==> config.mk <==
export PLATFORM = sky130hd
export DESIGN_NAME = infer_check_ctrl_flat
export DESIGN_NICKNAME = d
export VERILOG_FILES = /design/src/rtl/infer_check_ctrl_if.sv /design/src/rtl/infer_check_ctrl.sv /design/src/flat_wrapper.sv
export SDC_FILE = /design/constraint.sdc
export NUM_CORES = 1
export LEC_CHECK = 0
export ABC_AREA = 1
export CAP_MARGIN = 20
export CORE_ASPECT_RATIO = 0.9
export CORE_UTILIZATION = 53
export DETAILED_ROUTE_END_ITERATION = 10
export PLACE_DENSITY_LB_ADDON = 0.1
export SKIP_CTS_REPAIR_TIMING = 1
export SLEW_MARGIN = 20
export SYNTH_ARGS = -nofsm -noshare
export SYNTH_HDL_FRONTEND = slang
export SYNTH_SLANG_ARGS = --single-unit
==> constraint.sdc <==
create_clock -name clk -period 2 [get_ports clk]
set_clock_uncertainty 0.05 [all_clocks]
set_input_delay 0.4 -clock clk [delete_from_list [all_inputs] [get_ports clk]]
set_output_delay 0.4 -clock clk [all_outputs]
set_load 0.01 [all_outputs]
==> src/rtl/infer_check_ctrl_if.sv <==
// ---------------------------------------------------------------------------
// infer_check_ctrl_if
//   Start/done handshake and result bus between the inference check
//   sequencer and the network core.
//   net_start : 1-cycle start pulse, sequencer -> network
//   net_done  : 1-cycle completion pulse, network -> sequencer
//   net_dout  : 80-bit network result, valid while net_done is high
//   Modports: master (sequencer side), slave (network side).
// ---------------------------------------------------------------------------
interface infer_check_ctrl_if;
    logic        net_start;
    logic        net_done;
    logic [79:0] net_dout;

    modport master (
        output net_start,
        input  net_done,
        input  net_dout
    );

    modport slave (
        input  net_start,
        output net_done,
        output net_dout
    );
endinterface

==> src/rtl/infer_check_ctrl.sv <==
// ---------------------------------------------------------------------------
// infer_check_ctrl
//   Board-level MNIST inference check sequencer. Starts the network, waits for
//   completion under a watchdog, compares the 80-bit result to GOLDEN and shows
//   the outcome on two active-low LEDs for HOLD_CYCLES, then idles GAP_CYCLES
//   before the next run. Saturating pass/fail counters are kept for debug.
//
//   Ports:
//     clk           clock
//     rst_n         synchronous active-low reset
//     enable        run checks back-to-back (sampled in IDLE/GAP only)
//     net           network handshake (master modport: net_start out,
//                   net_done/net_dout in)
//     led_pass      active-low, lit during SHOW after a pass
//     led_fail      active-low, lit during SHOW after a fail or timeout
//     last_timeout  most recent completed run ended by the watchdog
//     pass_cnt      passes since reset, saturating
//     fail_cnt      fails + timeouts since reset, saturating
//
//   Build option: define FAIL_BLINK_EN to blink led_fail during SHOW with a
//   half period of BLINK_HALF cycles; otherwise led_fail is steady low.
// ---------------------------------------------------------------------------
module infer_check_ctrl #(
    parameter logic [79:0] GOLDEN         = 80'h1D471500200000B00037,
    parameter int unsigned HOLD_CYCLES    = 75000,
    parameter int unsigned TIMEOUT_CYCLES = 1000000,
    parameter int unsigned GAP_CYCLES     = 1000,
    parameter int unsigned BLINK_HALF     = 12500
) (
    input  logic                clk,
    input  logic                rst_n,
    input  logic                enable,
    infer_check_ctrl_if.master  net,
    output logic                led_pass,
    output logic                led_fail,
    output logic                last_timeout,
    output logic [15:0]         pass_cnt,
    output logic [15:0]         fail_cnt
);

    // One shared timer serves WAIT, SHOW and GAP (and the blink counter
    // reuses the same width), so size it for the largest terminal count.
    localparam int unsigned M1   = (HOLD_CYCLES > TIMEOUT_CYCLES) ? HOLD_CYCLES : TIMEOUT_CYCLES;
    localparam int unsigned M2   = (M1 > GAP_CYCLES) ? M1 : GAP_CYCLES;
    localparam int unsigned TMAX = (M2 > BLINK_HALF) ? M2 : BLINK_HALF;
    localparam int unsigned TW   = $clog2(TMAX);

    typedef enum logic [2:0] {
        S_IDLE,
        S_START,
        S_WAIT,
        S_CHECK,
        S_SHOW,
        S_GAP
    } state_t;

    state_t        state, state_nxt;
    logic [TW-1:0] timer, timer_nxt;
    logic [79:0]   captured, captured_nxt;
    logic          result_fail, result_fail_nxt;
    logic          net_start_nxt;
    logic          led_pass_nxt, led_fail_nxt;
    logic          last_timeout_nxt;
    logic [15:0]   pass_cnt_nxt, fail_cnt_nxt;
`ifdef FAIL_BLINK_EN
    logic [TW-1:0] blink_cnt, blink_cnt_nxt;
`endif

    always_ff @(posedge clk) begin
        if (!rst_n) begin
            state         <= S_IDLE;
            timer         <= '0;
            captured      <= '0;
            result_fail   <= 1'b0;
            net.net_start <= 1'b0;
            led_pass      <= 1'b1;
            led_fail      <= 1'b1;
            last_timeout  <= 1'b0;
            pass_cnt      <= '0;
            fail_cnt      <= '0;
`ifdef FAIL_BLINK_EN
            blink_cnt     <= '0;
`endif
        end else begin
            state         <= state_nxt;
            timer         <= timer_nxt;
            captured      <= captured_nxt;
            result_fail   <= result_fail_nxt;
            net.net_start <= net_start_nxt;
            led_pass      <= led_pass_nxt;
            led_fail      <= led_fail_nxt;
            last_timeout  <= last_timeout_nxt;
            pass_cnt      <= pass_cnt_nxt;
            fail_cnt      <= fail_cnt_nxt;
`ifdef FAIL_BLINK_EN
            blink_cnt     <= blink_cnt_nxt;
`endif
        end
    end

    always_comb begin
        state_nxt        = state;
        timer_nxt        = timer;
        captured_nxt     = captured;
        result_fail_nxt  = result_fail;
        last_timeout_nxt = last_timeout;
        pass_cnt_nxt     = pass_cnt;
        fail_cnt_nxt     = fail_cnt;

        case (state)
            S_IDLE: begin
                if (enable) state_nxt = S_START;
            end
            S_START: begin
                timer_nxt = '0;
                state_nxt = S_WAIT;
            end
            S_WAIT: begin
                // A completion on the expiry cycle takes priority over timeout.
                if (net.net_done) begin
                    captured_nxt = net.net_dout;
                    state_nxt    = S_CHECK;
                end else if (timer == TW'(TIMEOUT_CYCLES - 1)) begin
                    result_fail_nxt  = 1'b1;
                    last_timeout_nxt = 1'b1;
                    if (fail_cnt != '1) fail_cnt_nxt = fail_cnt + 16'd1;
                    timer_nxt        = '0;
                    state_nxt        = S_SHOW;
                end else begin
                    timer_nxt = timer + 1'b1;
                end
            end
            S_CHECK: begin
                if (captured == GOLDEN) begin
                    result_fail_nxt = 1'b0;
                    if (pass_cnt != '1) pass_cnt_nxt = pass_cnt + 16'd1;
                end else begin
                    result_fail_nxt = 1'b1;
                    if (fail_cnt != '1) fail_cnt_nxt = fail_cnt + 16'd1;
                end
                last_timeout_nxt = 1'b0;
                timer_nxt        = '0;
                state_nxt        = S_SHOW;
            end
            S_SHOW: begin
                if (timer == TW'(HOLD_CYCLES - 1)) begin
                    timer_nxt = '0;
                    state_nxt = S_GAP;
                end else begin
                    timer_nxt = timer + 1'b1;
                end
            end
            S_GAP: begin
                if (timer == TW'(GAP_CYCLES - 1)) begin
                    timer_nxt = '0;
                    state_nxt = enable ? S_START : S_IDLE;
                end else begin
                    timer_nxt = timer + 1'b1;
                end
            end
            default: begin
                state_nxt = S_IDLE;
            end
        endcase

        // Outputs are registered from the next state so they line up exactly
        // with the cycles spent in START/SHOW.
        net_start_nxt = (state_nxt == S_START);
        led_pass_nxt  = ~((state_nxt == S_SHOW) && !result_fail_nxt);

`ifdef FAIL_BLINK_EN
        blink_cnt_nxt = '0;
        led_fail_nxt  = 1'b1;
        if ((state_nxt == S_SHOW) && result_fail_nxt) begin
            if (state != S_SHOW) begin
                led_fail_nxt = 1'b0;
            end else if (blink_cnt == TW'(BLINK_HALF - 1)) begin
                led_fail_nxt = ~led_fail;
            end else begin
                led_fail_nxt  = led_fail;
                blink_cnt_nxt = blink_cnt + 1'b1;
            end
        end
`else
        led_fail_nxt  = ~((state_nxt == S_SHOW) && result_fail_nxt);
`endif
    end

endmodule

==> src/flat_wrapper.sv <==
// flat-port wrapper written by rule: the top's interface ports become plain ports
module infer_check_ctrl_flat 
#(
    parameter logic [79:0] GOLDEN         = 80'h1D471500200000B00037,
    parameter int unsigned HOLD_CYCLES    = 75000,
    parameter int unsigned TIMEOUT_CYCLES = 1000000,
    parameter int unsigned GAP_CYCLES     = 1000,
    parameter int unsigned BLINK_HALF     = 12500
)
  (clk, rst_n, enable, led_pass, led_fail, last_timeout, pass_cnt, fail_cnt, net_net_start, net_net_done, net_net_dout);
  infer_check_ctrl_if net_i ();
  input  logic clk;
  input  logic rst_n;
  input  logic enable;
  output logic led_pass;
  output logic led_fail;
  output logic last_timeout;
  output logic [15:0] pass_cnt;
  output logic [15:0] fail_cnt;
  output wire logic [$bits(net_i.net_start)-1:0] net_net_start;
  input wire logic [$bits(net_i.net_done)-1:0] net_net_done;
  input wire logic [$bits(net_i.net_dout)-1:0] net_net_dout;
  assign net_net_start = net_i.net_start;
  assign net_i.net_done = net_net_done;
  assign net_i.net_dout = net_net_dout;
  infer_check_ctrl #(.GOLDEN(GOLDEN), .HOLD_CYCLES(HOLD_CYCLES), .TIMEOUT_CYCLES(TIMEOUT_CYCLES), .GAP_CYCLES(GAP_CYCLES), .BLINK_HALF(BLINK_HALF)) u_core (.clk(clk), .rst_n(rst_n), .enable(enable), .net(net_i), .led_pass(led_pass), .led_fail(led_fail), .last_timeout(last_timeout), .pass_cnt(pass_cnt), .fail_cnt(fail_cnt));
endmodule
; Word-level counts from Yosys, hierarchy flattened
; Index checks and enable logic that the tools add are counted.
[word_totals]
regBits = 140
output_inout_bits = 36
elab_cells = 67
[classes]
add_sub_neg = 3
n_eq_ne = 16
mux = 24
bitwise = 2
n_reduce_logical = 12
[op_table]
columns = op, count
row1 = $eq 80x77->1 const B, 1
row2 = $mux 20, 4
row3 = $pmux 20 s4, 1
row4 = $mux 16, 4
row5 = $add 16x1->16 const B, 2
row6 = $ne 16x16->1 const B, 2
row7 = $pmux 16 s2, 1
row8 = $add 20x1->20 const B, 1
row9 = $eq 20x10->1 const B, 1
row10 = $eq 20x17->1 const B, 1
row11 = $eq 20x20->1 const B, 1
row12 = $pmux 3 s6, 1
row13 = $mux 3, 5
row14 = $eq 3x3->1 const B, 3
row15 = $eq 3x1->1 const B, 2
row16 = $eq 3x2->1 const B, 2
row17 = $mux 1, 6
row18 = $reduce_and 3->1, 2
row19 = $ne 2x2->1 const B, 2
row20 = $pmux 1 s2, 2
row21 = $reduce_and 2->1, 2
row22 = $reduce_and 4->1, 1
row23 = $reduce_bool 4->1, 1
row24 = $logic_not 3->1, 1
row25 = 6 further kinds, 8

; Longest topological paths before layout
[logic_depth]
ltp_word = 7
mapped_depth = 13
ltp_nobuf = 12

; Worst setup path before layout
; OpenSTA, ideal clock, no wires.
[synth_path]
kind = register -> register
from = reg u_core.fail_cnt[1]
to = reg u_core.fail_cnt[6]
arrival_ps = 1700
setup_slack_ps = 180
path_stages_with_launch = 11
period_less_slack_ps = 1820
cell_sequence = dfxtp_1 > ha_1 > nand3_2 > nor3_4 > nand2_4 > nor2_4 > nand2_4 > nand3_4 > buf_12 > nand2_2 > a21oi_2
[synth_between]
elab_chain_cells = 5
elab_cells_between_ends = 7
[synth_rtl]
columns = element, line_no
row1 = from (decl), infer_check_ctrl.sv:38  ; output logic [15:0] fail_cnt
row2 = from (signal assigned), infer_check_ctrl.sv:94  ; fail_cnt <= fail_cnt_nxt;
row3 = $add 16x1->16 / $ne 16x16->1 (equally long branches), "infer_check_ctrl.sv:126, infer_check_ctrl.sv:139"
row4 = $mux 16 (*), "infer_check_ctrl.sv:126, infer_check_ctrl.sv:139"
row5 = $mux 16, infer_check_ctrl.sv:123  ; end else if (timer == TW'(TIMEOUT_CYCLES - 1)) begin
row6 = $mux 16, infer_check_ctrl.sv:120  ; if (net.net_done) begin
row7 = $pmux 16 s2 (*), infer_check_ctrl.sv:110  ; case (state)
; Every way passes the cells marked *; elsewhere a longest branch is shown, timed or not. The select of a mux whose other input is x is not followed.
; A chain may end at the register's enable or synchronous reset.

; Final worst setup path
[layout_path]
from = reg u_core.fail_cnt[10]
to = out fail_cnt[10]
[layout_lines]
columns = element, line_no
row1 = to (decl), flat_wrapper.sv:19  ; output logic [15:0] fail_cnt;
; No word-level cell between the ends.

==> impl_metrics.env <==
export IMPL_outcome="finished, final reports clean"
export IMPL_synthTopCellsByCount="nor2_1, nand2_1, dfxtp_1, inv_1, o21ai_0"
export IMPL_leakage_nw=3.49
export IMPL_fp_dieH_um=110
export IMPL_slowest_stage="clkdlybuf4s50_1"
export IMPL_async_flop_share_pct=0
export IMPL_tns_ns=0
export IMPL_tightest_slew_ns=0.502
export IMPL_grt_total_usage_pct=26.0
export IMPL_crit_family="buffers and inverters"
export IMPL_drtIter0Drc=583
export IMPL_arrival_ns=1.48
export IMPL_vias=6881
export IMPL_finalSetupViolations=0
export IMPL_cp_buffers_inverters=1
export IMPL_layout_cells_non_filler=1319
export IMPL_wl_per_cell_um=13.0
export IMPL_synthDistinctLibCells=38
export IMPL_clk_latency_ns=0.42
export IMPL_drive_above_1_share_pct=11.0
export IMPL_crit_path_max_fanout=7
export IMPL_drc=0
export IMPL_cts_sinks=140
export IMPL_worst_hold_path_type="in -> reg"
export IMPL_syn_avg_cell_area_um2=6.87
export IMPL_max_slew_margin_pct=66.2
export IMPL_critPathLaunch="u_core.fail_cnt[10]"
export IMPL_startpoint_type="flip-flop"
export IMPL_hpwl_mm=11.9
export IMPL_antenna_found_initial=0
export IMPL_ys_flop_type="dfxtp_1"
export IMPL_ys_seq_elements=140
export IMPL_syn_area_um2=6910
export IMPL_postSynthCellCount=1006
export IMPL_numPortBuffers=119
export IMPL_fp_coreArea_um2=12700
export IMPL_htreeDepth=4
export IMPL_cts_max_path_buffers=2
export IMPL_viasPerCell=5.22
export IMPL_rows=39
export IMPL_critPathCaptureType="output pin"
export IMPL_area_growth_synth_to_final_pct=32.3
export IMPL_wl_mm=17.1
export IMPL_hold_viol=0
export IMPL_yosysWarnings=0
export IMPL_powerDensity_nw_per_um2=746
export IMPL_fmax_mhz=519
export IMPL_fin_crit_ns=1.93
export IMPL_die_w_um=122
export IMPL_antenna_left=0
export IMPL_num_io_pins=120
export IMPL_root_buffer="clkbuf_16"
export IMPL_clkSlewWorstSetupHoldPaths_ns=0.06
export IMPL_post_route_period_util_pct=96.3
export IMPL_worstPathCellList="clkdlybuf4s50_1"
export IMPL_place_congestion=0.920
export IMPL_synth_net_count=1093
export IMPL_first_pass_iters=5
export IMPL_max_cap_violations=0
export IMPL_synth_edf_count=0
export IMPL_hp_start="rst_n"
export IMPL_yosysTopAreaCell="dfxtp_1"
export IMPL_fillers=1088
export IMPL_final_max_slew_viol_count=0
export IMPL_worstPathRequired_ns=1.55
export IMPL_cts_buffers=17
export IMPL_cts_tree="built"
export IMPL_grt_first_pass_wirelength_mm=27.6
export IMPL_grt_pass1_vias=6008
export IMPL_slowest_delay_ns=0.59
export IMPL_peakVddDrop_uv=596
export IMPL_seq_area_frac_synth_pct=40.5
export IMPL_dp_cells=1286
export IMPL_netlist_top_cells_area="dfxtp_1, nor2_1, nand2_1"
export IMPL_start_util_pct=54.5
export IMPL_nets=1230
export IMPL_synth_most_common_cell="nor2_1"
export IMPL_critPathKind="reg -> out"
export IMPL_grt_max_degree=71
export IMPL_multi_input_area_um2=3590
export IMPL_synth_top_cell_area_share_pct=40.5
export IMPL_die_area_um2=13500
export IMPL_reg2reg_from="u_core.timer[0]"
export IMPL_num_antenna_cells=0
export IMPL_grt_ovfl_total=0
export IMPL_seq_area_um2=2810
kinds of logic after synthesis:
logic type | after synthesis | share of synthesized area [%]
buffers and inverters | 144 | 8.34
adders and majority gates | 3 | 0.543
DFF | 140 | 40.5
xor gates and xnor gates | 27 | 3.42
AOI/OAI and AO/OA | 175 | 13.2
and+or+nand+nor | 517 | 33.9
worst min-delay path, cell delays in order:
cell	delay, ns
buf_2	0.21
nand2_1	0.11
nor2_1	0.03
power by group:
part | total, mW | internal (mW) | switching [mW]
sequential | 2.97 | 2.90 | 0.0693
combinational | 0.686 | 0.339 | 0.347
clock | 3.16 | 1.89 | 1.27
total | 6.82 | 5.14 | 1.69
worst paths after layout:
kind	endpoint	slack (ns)	cells after the start
hold / removal	u_core.fail_cnt[0]	0.33	3
hold reg to reg	u_core.captured[22]	0.41	2
setup / recovery	fail_cnt[10]	0.07	1
setup reg to reg	u_core.fail_cnt[8]	0.12	11
per-layer routing:
| metal | routed length, um | global-route usage (%) | vias up |
|---|---|---|---|
| li1 | - | - | 3577 |
| met1 | 8450 | 35.8 | 3080 |
| met2 | 7680 | 40.6 | 210 |
| met3 | 868 | 5.76 | 14 |
| met4 | 131 | 7.67 | 0 |
| met5 | 0 | 0 | - |
placed cells by master, fill, tap and decap left out, drive strengths merged, types with 8 or more instances in the layout:
| cell | Yosys | layout |
|---|---|---|
| nor2 | 204 | 204 |
| nand2 | 161 | 161 |
| dfxtp | 140 | 140 |
| clkdlybuf4s50 | 0 | 118 |
| inv | 101 | 106 |
| o21ai | 90 | 90 |
| a21oi | 82 | 82 |
| nand3 | 65 | 66 |
| nand4 | 59 | 59 |
| buf | 16 | 39 |
| xor2 | 19 | 19 |
| nor3 | 18 | 18 |
| clkbuf | 24 | 18 |
| xnor2 | 8 | 8 |
| clkinv | 3 | 8 |
registers in the layout, indices dropped and copies added, names as in the netlist:
register,cells
u_core.led_pass,1
u_core.last_timeout,1
u_core.timer,20
u_core.fail_cnt,16
u_core.pass_cnt,16
u_core.net.net_start,1
u_core.captured,80
u_core.result_fail,1
u_core.led_fail,1
u_core.state,3
layout make-up:
| type | instances | share of cell area, % |
|---|---|---|
| clock buffer | 18 | 4.80 |
| clock inverter | 13 | 1.68 |
| inverter | 104 | 4.28 |
| multi-input combinational | 723 | 39.2 |
| sequential | 140 | 30.7 |
| tap | 164 | 2.24 |
| timing repair buffer | 157 | 17.0 |
per-stage QoR:
| step | hold slack [ns] | power (mW) | cell area [um^2] | setup WS (ns) | util [%] |
|---|---|---|---|---|---|
| floorplan | 0.384 | 3.38 | 6910 | 0.180 | - |
| global placement | 0.395 | 3.69 | 8460 | -0.0206 | 66.7 |
| detailed placement | 0.404 | 3.70 | 8460 | -0.0401 | 66.7 |
| CTS | 0.308 | 6.86 | 9060 | 0.00456 | 71.4 |
| global route | 0.346 | 7.09 | 9150 | -0.00315 | 72.1 |
| finish | 0.327 | 6.82 | 9150 | 0.0736 | 72.1 |
Note: power is estimated with default switching activity, not from simulation.
